[src/rtl/excp_commit_ctrl_if.sv]
// Commit-side bundle between WB, the CSR file and fetch.
// slave: commit controller view; master: WB/CSR/fetch view.
interface excp_commit_ctrl_if;
  logic        ws_valid;
  logic        ws_ready;
  logic [31:0] ws_pc;
  logic [4:0]  ws_excp_vec;
  logic        ws_is_ertn;
  logic        ws_csr_we;
  logic [13:0] ws_csr_num;
  logic [31:0] ws_csr_wmask;
  logic [31:0] ws_csr_wdata;
  logic        has_int;
  logic [31:0] era;
  logic [31:0] eentry;
  logic        csr_we;
  logic [13:0] csr_num;
  logic [31:0] csr_wmask;
  logic [31:0] csr_wdata;
  logic        excp_flush;
  logic        ertn_flush;
  logic [5:0]  ecode;
  logic [2:0]  esubcode;
  logic [31:0] epc;
  logic        pipe_flush;
  logic        redirect_valid;
  logic [31:0] redirect_pc;
  logic        redirect_ready;

  modport slave (
    input  ws_valid, ws_pc, ws_excp_vec,
    input  ws_is_ertn, ws_csr_we, ws_csr_num,
    input  ws_csr_wmask, ws_csr_wdata,
    input  has_int, era, eentry,
    input  redirect_ready,
    output ws_ready,
    output csr_we, csr_num, csr_wmask, csr_wdata,
    output excp_flush, ertn_flush,
    output ecode, esubcode, epc, pipe_flush,
    output redirect_valid, redirect_pc
  );

  modport master (
    output ws_valid, ws_pc, ws_excp_vec,
    output ws_is_ertn, ws_csr_we, ws_csr_num,
    output ws_csr_wmask, ws_csr_wdata,
    output has_int, era, eentry,
    output redirect_ready,
    input  ws_ready,
    input  csr_we, csr_num, csr_wmask, csr_wdata,
    input  excp_flush, ertn_flush,
    input  ecode, esubcode, epc, pipe_flush,
    input  redirect_valid, redirect_pc
  );
endinterface

[src/rtl/excp_commit_ctrl.sv]
// WB commit controller: exception/ERTN arbitration, CSR write, redirect.
// Ports: clk, reset (sync, high), bus (excp_commit_ctrl_if.slave).
module excp_commit_ctrl #(
  parameter int unsigned DRAIN_CYCLES = 2
) (
  input logic              clk,
  input logic              reset,
  excp_commit_ctrl_if.slave bus
);

  localparam logic [1:0] S_IDLE  = 2'd0;
  localparam logic [1:0] S_REDIR = 2'd1;
  localparam logic [1:0] S_DRAIN = 2'd2;

  localparam logic [5:0] EC_INT  = 6'h00;
  localparam logic [5:0] EC_ADEF = 6'h08;
  localparam logic [5:0] EC_INE  = 6'h0D;
  localparam logic [5:0] EC_SYS  = 6'h0B;
  localparam logic [5:0] EC_BRK  = 6'h0C;
  localparam logic [5:0] EC_ALE  = 6'h09;

  localparam logic [3:0] CNT_INIT = 4'(DRAIN_CYCLES - 1);

  logic [1:0]  state;
  logic [3:0]  cnt;
  logic [31:0] rpc;

  logic        adef, ine, sys, brk, ale;
  logic        has_ex;
  logic        commit;
  logic        take_excp;
  logic        take_ertn;
  logic        take_csr;
  logic [5:0]  ecode_sel;

  assign {adef, ine, sys, brk, ale} = bus.ws_excp_vec;

  assign bus.ws_ready = (state == S_IDLE);

  assign has_ex    = bus.has_int | (|bus.ws_excp_vec);
  assign commit    = bus.ws_valid & bus.ws_ready;
  assign take_excp = commit & has_ex;
  assign take_ertn = commit & bus.ws_is_ertn & ~has_ex;
  assign take_csr  = commit & bus.ws_csr_we
                   & ~take_excp & ~take_ertn;

  // Terms are made mutually exclusive so the
  // first-match priority survives a unique case.
  always_comb begin
    ecode_sel = EC_INT;
    unique case (1'b1)
      bus.has_int:
        ecode_sel = EC_INT;
      !bus.has_int && adef:
        ecode_sel = EC_ADEF;
      !bus.has_int && !adef && ine:
        ecode_sel = EC_INE;
      !bus.has_int && !adef && !ine && sys:
        ecode_sel = EC_SYS;
      !bus.has_int && !adef && !ine && !sys && brk:
        ecode_sel = EC_BRK;
      !bus.has_int && !adef && !ine && !sys && !brk && ale:
        ecode_sel = EC_ALE;
      default:
        ecode_sel = EC_INT;
    endcase
  end

  assign bus.excp_flush = take_excp;
  assign bus.ertn_flush = take_ertn;
  assign bus.pipe_flush = take_excp | take_ertn;
  assign bus.ecode      = take_excp ? ecode_sel : 6'd0;
  assign bus.esubcode   = 3'd0;
  assign bus.epc        = take_excp ? bus.ws_pc : 32'd0;

  assign bus.csr_we    = take_csr;
  assign bus.csr_num   = take_csr ? bus.ws_csr_num   : 14'd0;
  assign bus.csr_wmask = take_csr ? bus.ws_csr_wmask : 32'd0;
  assign bus.csr_wdata = take_csr ? bus.ws_csr_wdata : 32'd0;

  assign bus.redirect_valid = (state == S_REDIR);
  assign bus.redirect_pc    = rpc;

  always_ff @(posedge clk) begin
    if (reset) begin
      state <= S_IDLE;
      cnt   <= 4'd0;
      rpc   <= 32'd0;
    end else begin
      unique case (state)
        S_IDLE: begin
          if (take_excp) begin
            state <= S_REDIR;
            rpc   <= bus.eentry;
          end else if (take_ertn) begin
            state <= S_REDIR;
            rpc   <= bus.era;
          end
        end
        S_REDIR: begin
          if (bus.redirect_ready) begin
            state <= S_DRAIN;
            cnt   <= CNT_INIT;
          end
        end
        S_DRAIN: begin
          if (cnt == 4'd0) begin
            state <= S_IDLE;
          end else begin
            cnt <= cnt - 4'd1;
          end
        end
        default: begin
          state <= S_IDLE;
          cnt   <= 4'd0;
        end
      endcase
    end
  end

endmodule
[src/flat_wrapper.sv]
// flat-port wrapper written by rule: the top's interface ports become plain ports
module excp_commit_ctrl_flat 
#(
  parameter int unsigned DRAIN_CYCLES = 2
)
  (clk, reset, bus_ws_valid, bus_ws_pc, bus_ws_excp_vec, bus_ws_is_ertn, bus_ws_csr_we, bus_ws_csr_num, bus_ws_csr_wmask, bus_ws_csr_wdata, bus_has_int, bus_era, bus_eentry, bus_redirect_ready, bus_ws_ready, bus_csr_we, bus_csr_num, bus_csr_wmask, bus_csr_wdata, bus_excp_flush, bus_ertn_flush, bus_ecode, bus_esubcode, bus_epc, bus_pipe_flush, bus_redirect_valid, bus_redirect_pc);
  excp_commit_ctrl_if bus_i ();
  input logic clk;
  input logic reset;
  input wire logic [$bits(bus_i.ws_valid)-1:0] bus_ws_valid;
  input wire logic [$bits(bus_i.ws_pc)-1:0] bus_ws_pc;
  input wire logic [$bits(bus_i.ws_excp_vec)-1:0] bus_ws_excp_vec;
  input wire logic [$bits(bus_i.ws_is_ertn)-1:0] bus_ws_is_ertn;
  input wire logic [$bits(bus_i.ws_csr_we)-1:0] bus_ws_csr_we;
  input wire logic [$bits(bus_i.ws_csr_num)-1:0] bus_ws_csr_num;
  input wire logic [$bits(bus_i.ws_csr_wmask)-1:0] bus_ws_csr_wmask;
  input wire logic [$bits(bus_i.ws_csr_wdata)-1:0] bus_ws_csr_wdata;
  input wire logic [$bits(bus_i.has_int)-1:0] bus_has_int;
  input wire logic [$bits(bus_i.era)-1:0] bus_era;
  input wire logic [$bits(bus_i.eentry)-1:0] bus_eentry;
  input wire logic [$bits(bus_i.redirect_ready)-1:0] bus_redirect_ready;
  output wire logic [$bits(bus_i.ws_ready)-1:0] bus_ws_ready;
  output wire logic [$bits(bus_i.csr_we)-1:0] bus_csr_we;
  output wire logic [$bits(bus_i.csr_num)-1:0] bus_csr_num;
  output wire logic [$bits(bus_i.csr_wmask)-1:0] bus_csr_wmask;
  output wire logic [$bits(bus_i.csr_wdata)-1:0] bus_csr_wdata;
  output wire logic [$bits(bus_i.excp_flush)-1:0] bus_excp_flush;
  output wire logic [$bits(bus_i.ertn_flush)-1:0] bus_ertn_flush;
  output wire logic [$bits(bus_i.ecode)-1:0] bus_ecode;
  output wire logic [$bits(bus_i.esubcode)-1:0] bus_esubcode;
  output wire logic [$bits(bus_i.epc)-1:0] bus_epc;
  output wire logic [$bits(bus_i.pipe_flush)-1:0] bus_pipe_flush;
  output wire logic [$bits(bus_i.redirect_valid)-1:0] bus_redirect_valid;
  output wire logic [$bits(bus_i.redirect_pc)-1:0] bus_redirect_pc;
  assign bus_i.ws_valid = bus_ws_valid;
  assign bus_i.ws_pc = bus_ws_pc;
  assign bus_i.ws_excp_vec = bus_ws_excp_vec;
  assign bus_i.ws_is_ertn = bus_ws_is_ertn;
  assign bus_i.ws_csr_we = bus_ws_csr_we;
  assign bus_i.ws_csr_num = bus_ws_csr_num;
  assign bus_i.ws_csr_wmask = bus_ws_csr_wmask;
  assign bus_i.ws_csr_wdata = bus_ws_csr_wdata;
  assign bus_i.has_int = bus_has_int;
  assign bus_i.era = bus_era;
  assign bus_i.eentry = bus_eentry;
  assign bus_i.redirect_ready = bus_redirect_ready;
  assign bus_ws_ready = bus_i.ws_ready;
  assign bus_csr_we = bus_i.csr_we;
  assign bus_csr_num = bus_i.csr_num;
  assign bus_csr_wmask = bus_i.csr_wmask;
  assign bus_csr_wdata = bus_i.csr_wdata;
  assign bus_excp_flush = bus_i.excp_flush;
  assign bus_ertn_flush = bus_i.ertn_flush;
  assign bus_ecode = bus_i.ecode;
  assign bus_esubcode = bus_i.esubcode;
  assign bus_epc = bus_i.epc;
  assign bus_pipe_flush = bus_i.pipe_flush;
  assign bus_redirect_valid = bus_i.redirect_valid;
  assign bus_redirect_pc = bus_i.redirect_pc;
  excp_commit_ctrl #(.DRAIN_CYCLES(DRAIN_CYCLES)) u_core (.clk(clk), .reset(reset), .bus(bus_i));
endmodule
[config.mk]
export PLATFORM = sky130hd
export DESIGN_NAME = excp_commit_ctrl_flat
export DESIGN_NICKNAME = d
export VERILOG_FILES = /design/src/rtl/excp_commit_ctrl_if.sv /design/src/rtl/excp_commit_ctrl.sv /design/src/flat_wrapper.sv
export SDC_FILE = /design/constraint.sdc
export NUM_CORES = 1
export LEC_CHECK = 0
export CORE_AREA = 4 4 130 132
export DETAILED_ROUTE_END_ITERATION = 10
export DIE_AREA = 0 0 134 136
export HOLD_SLACK_MARGIN = 0.12
export PLACE_DENSITY = 0.61
export SETUP_SLACK_MARGIN = 0.05
export SLEW_MARGIN = 20
export SYNTH_ARGS = -nofsm -noshare
export SYNTH_HDL_FRONTEND = slang
export SYNTH_SLANG_ARGS = --single-unit
[constraint.sdc]
create_clock -name clk -period 3.88 [get_ports clk]
set_input_delay 0.776 -clock clk [delete_from_list [all_inputs] [get_ports clk]]
set_output_delay 0.776 -clock clk [all_outputs]
set_load 0.02 [all_outputs]
After elaboration in Yosys (flattened, before gate mapping)
Cells that the tools add are included.

Register bits: 38. Bits in latches: 0. Bits in writable memories: 0. Bits in read-only memories: 0. Bits of input ports: 186. Output and inout port bits: 157. Word-level logic and storage cells: 60. Memories kept: 0.

Add/subtract/negate cells: 1. $mul: 0. Div/mod/pow operators: 0. Magnitude comparators: 0. Equal/unequal tests: 6. Shifts and indexed selects: 0. Mux-type cells: 16. Bitwise operators: 13. Reductions and logical operators: 21.

Operators with widths (count): $mux 32 (5); $pmux 4 s5 (1); $mux 14 (1); $mux 4 (3); $pmux 4 s3 (1); $logic_and 1x1->1 (9); $mux 2 (4); $and 1x1->1 (7); $pmux 2 s3 (1); $reduce_and 3->1 (2); $logic_not 1->1 (5); $reduce_or 5->1 (1); $logic_not 4->1 (1); $ne 2x2->1 const B (2); $not 1->1 (4); $sub 4x1->4 const B (1); $ne 3x3->1 const B (1); $eq 2x1->1 const B (1); $eq 2x2->1 const B (1); $logic_not 2->1 (1); $ne 2x1->1 const B (1); $or 1x1->1 (2); $reduce_and 2->1 (1); $reduce_bool 2->1 (1).

Depth between registers and ports, before layout
Depth in word-level cells: 8. Gate-level depth with buffers: 8.

Least setup slack after synthesis
OpenSTA, ideal clock, no wires.

Path kind: in2out. Start: input port bus_ws_excp_vec[2]. End: output port bus_csr_num[10]. Arrival: 2.362 ns. Path slack: 0.742 ns. Stages: 5. Cells stage by stage: or4_1 buf_2 nor3_4 clkbuf_1 and2_1.

Cells in the longest elaborated chain, start to end: 7.

RTL lines: start: declaration (RTL line flat_wrapper.sv:12) `input wire logic [$bits(bus_i.ws_excp_vec)-1:0] bus_ws_excp_vec;`; $reduce_or 5->1 * (RTL line excp_commit_ctrl.sv:40) `assign has_ex = bus.has_int | (|bus.ws_excp_vec);`; $or 1x1->1 * (RTL line excp_commit_ctrl.sv:40); $and 1x1->1 or $not 1->1 (tied branches) (RTL line excp_commit_ctrl.sv:42, excp_commit_ctrl.sv:43); $not 1->1 or $and 1x1->1 (tied branches) (RTL line excp_commit_ctrl.sv:45, excp_commit_ctrl.sv:43); $and 1x1->1 or $not 1->1 (tied branches) (RTL line excp_commit_ctrl.sv:45) `& ~take_excp & ~take_ertn;`; $and 1x1->1 * (RTL line excp_commit_ctrl.sv:45); net bus_csr_we (RTL line flat_wrapper.sv:23) `output wire logic [$bits(bus_i.csr_we)-1:0] bus_csr_we;`; $mux 14 * (RTL line excp_commit_ctrl.sv:77) `assign bus.csr_num = take_csr ? bus.ws_csr_num : 14'd0;`; end: declaration (RTL line flat_wrapper.sv:24) `output wire logic [$bits(bus_i.csr_num)-1:0] bus_csr_num;`.

The timed path passes the listed nets; every way through them passes the cells marked *.

Worst setup path in the final report
Start: input port bus_ws_excp_vec[2]. End: output port bus_epc[14].

Cells in the longest elaborated chain, start to end: 4.

RTL lines: $reduce_or 5->1 (RTL line excp_commit_ctrl.sv:40); $or 1x1->1 (RTL line excp_commit_ctrl.sv:40); $and 1x1->1 (RTL line excp_commit_ctrl.sv:42) `assign take_excp = commit & has_ex;`; $mux 32 (RTL line excp_commit_ctrl.sv:74) `assign bus.epc = take_excp ? bus.ws_pc : 32'd0;`; end: declaration (RTL line flat_wrapper.sv:31) `output wire logic [$bits(bus_i.epc)-1:0] bus_epc;`.

Every way passes these cells.

==> run metrics <==
Worst-path clk slew 0.06 ns; DRC Markers 0; CP bufs+invs 4; RSZ-0062 raised after global routing yes; hold depth 2; CP Data Required Time 3.10 ns; reg2reg path depth 7; FF+latch count, synth 38; max-cap violation count 0; Post-Route WL 16.0 mm; # hold bufs at CTS 0; CP peak stage delay 0.59 ns; gp weighted congestion 0.784; WHS 0.490 ns; Routed Antenna Nets 0; Leakage 3.03 nW; worst r2r dst u_core.bus.redirect_pc[2]; Starting Density 17.2%; CTS tree done; crit path launch type input port; Clock Skew 0.00588 ns; HPWL after DPL 13.2 mm; H-tree depth 2; status finished clean; Crit. path cell count 7; Die Wd 134 um; top cell type by total area after synthesis dfxtp_1; reg2reg start u_core.state[0]; CP Launch Point bus_ws_excp_vec[2]; die area 18200 sq um; power density cells 383 nW/um^2; Clock Latency Late Sink 0.28 ns; CTS max path bufs 2; gr usage total 16.1%; CP endpoint kind primary output; Syn Std Cell Area 2700 sq um; YS warnings 0; crit share post-route 96.5%; Post-synth EDFFs 0; syn_area_per_cell 7.91 sq um; Slew @ Worst Pin 0.707 ns; Max IR drop VDD 276 uV; cell family contributing the most delay on the critical path buffers and inverters; initial antenna violation count 0; vias per inst 4.15; Core Footprint 15700 sq um; diode count 0; post-synthesis sequential area ratio 28.2%; synth top area cells dfxtp_1 28%, and2_1 25%, o221a_2 13%; remaining global-route overflow 0; Via Count 3695; Setup crit end bus_epc[14]; die height 136 um; max_slew headroom 52.6%; synth unique cells 36; CP max-delay cell or4_4; first-pass GRT wire length 22.9 mm; vias in the first global route 3787; critical-path cell list clkdlybuf4s50_1 -> or4_4 -> o311ai_4 -> buf_6 -> clkinvlp_4 -> and2_1 -> dlygate4sd2_1; Async SR Flop Fraction 0%; reg2reg setup slack 1.78 ns; fraction of layout cells with a size suffix above 1 9.63%; I/O pin cnt 343; clock sink count 38; data arrival time of the worst path 2.97 ns; top post-synthesis cells by count 110 x and2_1, 39 x inv_1, 38 x dfxtp_1, 33 x o21ai_0, 31 x o221a_2; Period minus WS final 3.74 ns; CP Class in2out; Max FO, Critical Path 8; Total Power 2.46 mW; maximum number of pins on one net before global-route repair 80; Syn-to-layout area delta 138%; Final Worst Setup Slack 0.137 ns; average wire per standard cell 17.9 um; Synth top area share 28.2%; top-count cell post-synth and2_1; dominant synthesized flop cell dfxtp_1; Nets 866; CTS buffer count 5; Slew Limit Fails 0; drt pass-1 iters 5; Hold Path Class reg2reg; setup violators final 0; Fin Setup TNS 0 ns; cells after synthesis 341; Rows 46; final hold vios 0; Achievable Freq 0.267 GHz; IO buf count 337; root buffer cell clkbuf_16; First DRT Iteration DRCs 128; worst slack, placed -0.138 ns
[cell families (layout without fill, tap and decap cells)]
| family | after synthesis | after routing | share of synthesized area, % |
|---|---|---|---|
| and+or+nand+nor | 143 | 143 | 32.3 |
| AOI/OAI and AO/OA | 76 | 76 | 23.2 |
| buffers and inverters | 72 | 402 | 11.5 |
| DFF | 38 | 38 | 28.2 |
| adders and majority gates | 6 | 6 | 2.78 |
| muxes | 5 | 5 | 1.90 |
| other | 1 | 5 | 0.139 |
[what timing repair did]
action / 4_1_cts / 5_1_grt
cloned: 1 / 1
pin swaps: 1 / 0
buffers inserted: 2 / 0
gates resized for setup: 119 / 4
endpoints found under the setup margin: 111 / 19
[worst register-to-register path, delay by kind of cell (launching register included)]
kind | cells | cell delay (ns)
buffers and inverters | 4 | 0.67
AO/OA/AOI/OAI | 2 | 0.54
adder cells (fa/ha/maj) | 1 | 0.47
flip-flops | 1 | 0.33
[metal layers]
layer  vias up  track usage (%)  wire [um]
met5         -                0          0
met4         0             4.00        351
met3        21             5.63       1530
met2       194             27.2       7860
met1      1689             19.5       6240
li1       1791                -          -
[area by class of cell]
cell class                      count  area, sq um
Inverter                           40          153
Timing Repair inverter              2         15.0
Sequential cell                    38          761
Clock buffer                        5          125
Timing Repair Buffer              352         3380
Fill cell                        1585         9290
Tap cell                          216          270
Clock inverter                      3         68.8
Multi-Input combinational cell    235         1650
[registers in the layout, summed over array words and instances, names as in the netlist]
signal,cells
u_core.bus.redirect_pc,32
u_core.state,2
u_core.cnt,4
[cells in the final DEF (no fill, tap or decap), types with 2 or more instances in the layout]
cell / count
clkbuf_16: 5
nor3_1: 2
and2_1: 110
clkdlybuf4s50_1: 224
nor3b_1: 2
buf_4: 14
bufinv_16: 2
a21oi_1: 3
nor2_1: 7
nor4_1: 2
o21ai_0: 33
dlymetal6s2s_1: 3
ha_1: 6
o221a_2: 31
dfxtp_1: 38
dlygate4sd2_1: 102
a211oi_1: 3
nor2b_1: 3
nand4_1: 2
inv_1: 39
clkdlybuf4s15_1: 7
mux2i_1: 4
clkinvlp_4: 2
conb_1: 5
nand3_1: 2
nand2_1: 8
[through the flow]
stage / util (%) / std cells / area (sq um)
after CTS: 40.8 / 890 / 6410
final: 40.9 / 891 / 6420
after detailed placement: 40.2 / 879 / 6310
after floorplan: - / 345 / 2710
after global placement: 40.2 / 879 / 6310
after global routing: 40.9 / 891 / 6420
[power by group]
group          total [mW]  switching, mW  internal, mW
combinational        1.33          0.658         0.672
clock               0.547          0.177         0.370
sequential          0.583         0.0714         0.511
[worst min path at each step]
stage                               start         endpoint
after detailed placement  u_core.state[1]  u_core.state[1]
after global placement    u_core.state[1]  u_core.state[1]
after floorplan           u_core.state[1]  u_core.state[1]
final                     u_core.state[1]  u_core.state[1]
after CTS                 u_core.state[1]  u_core.state[1]
after global routing      u_core.state[1]  u_core.state[1]
Power figures use the tool's default switching activity.
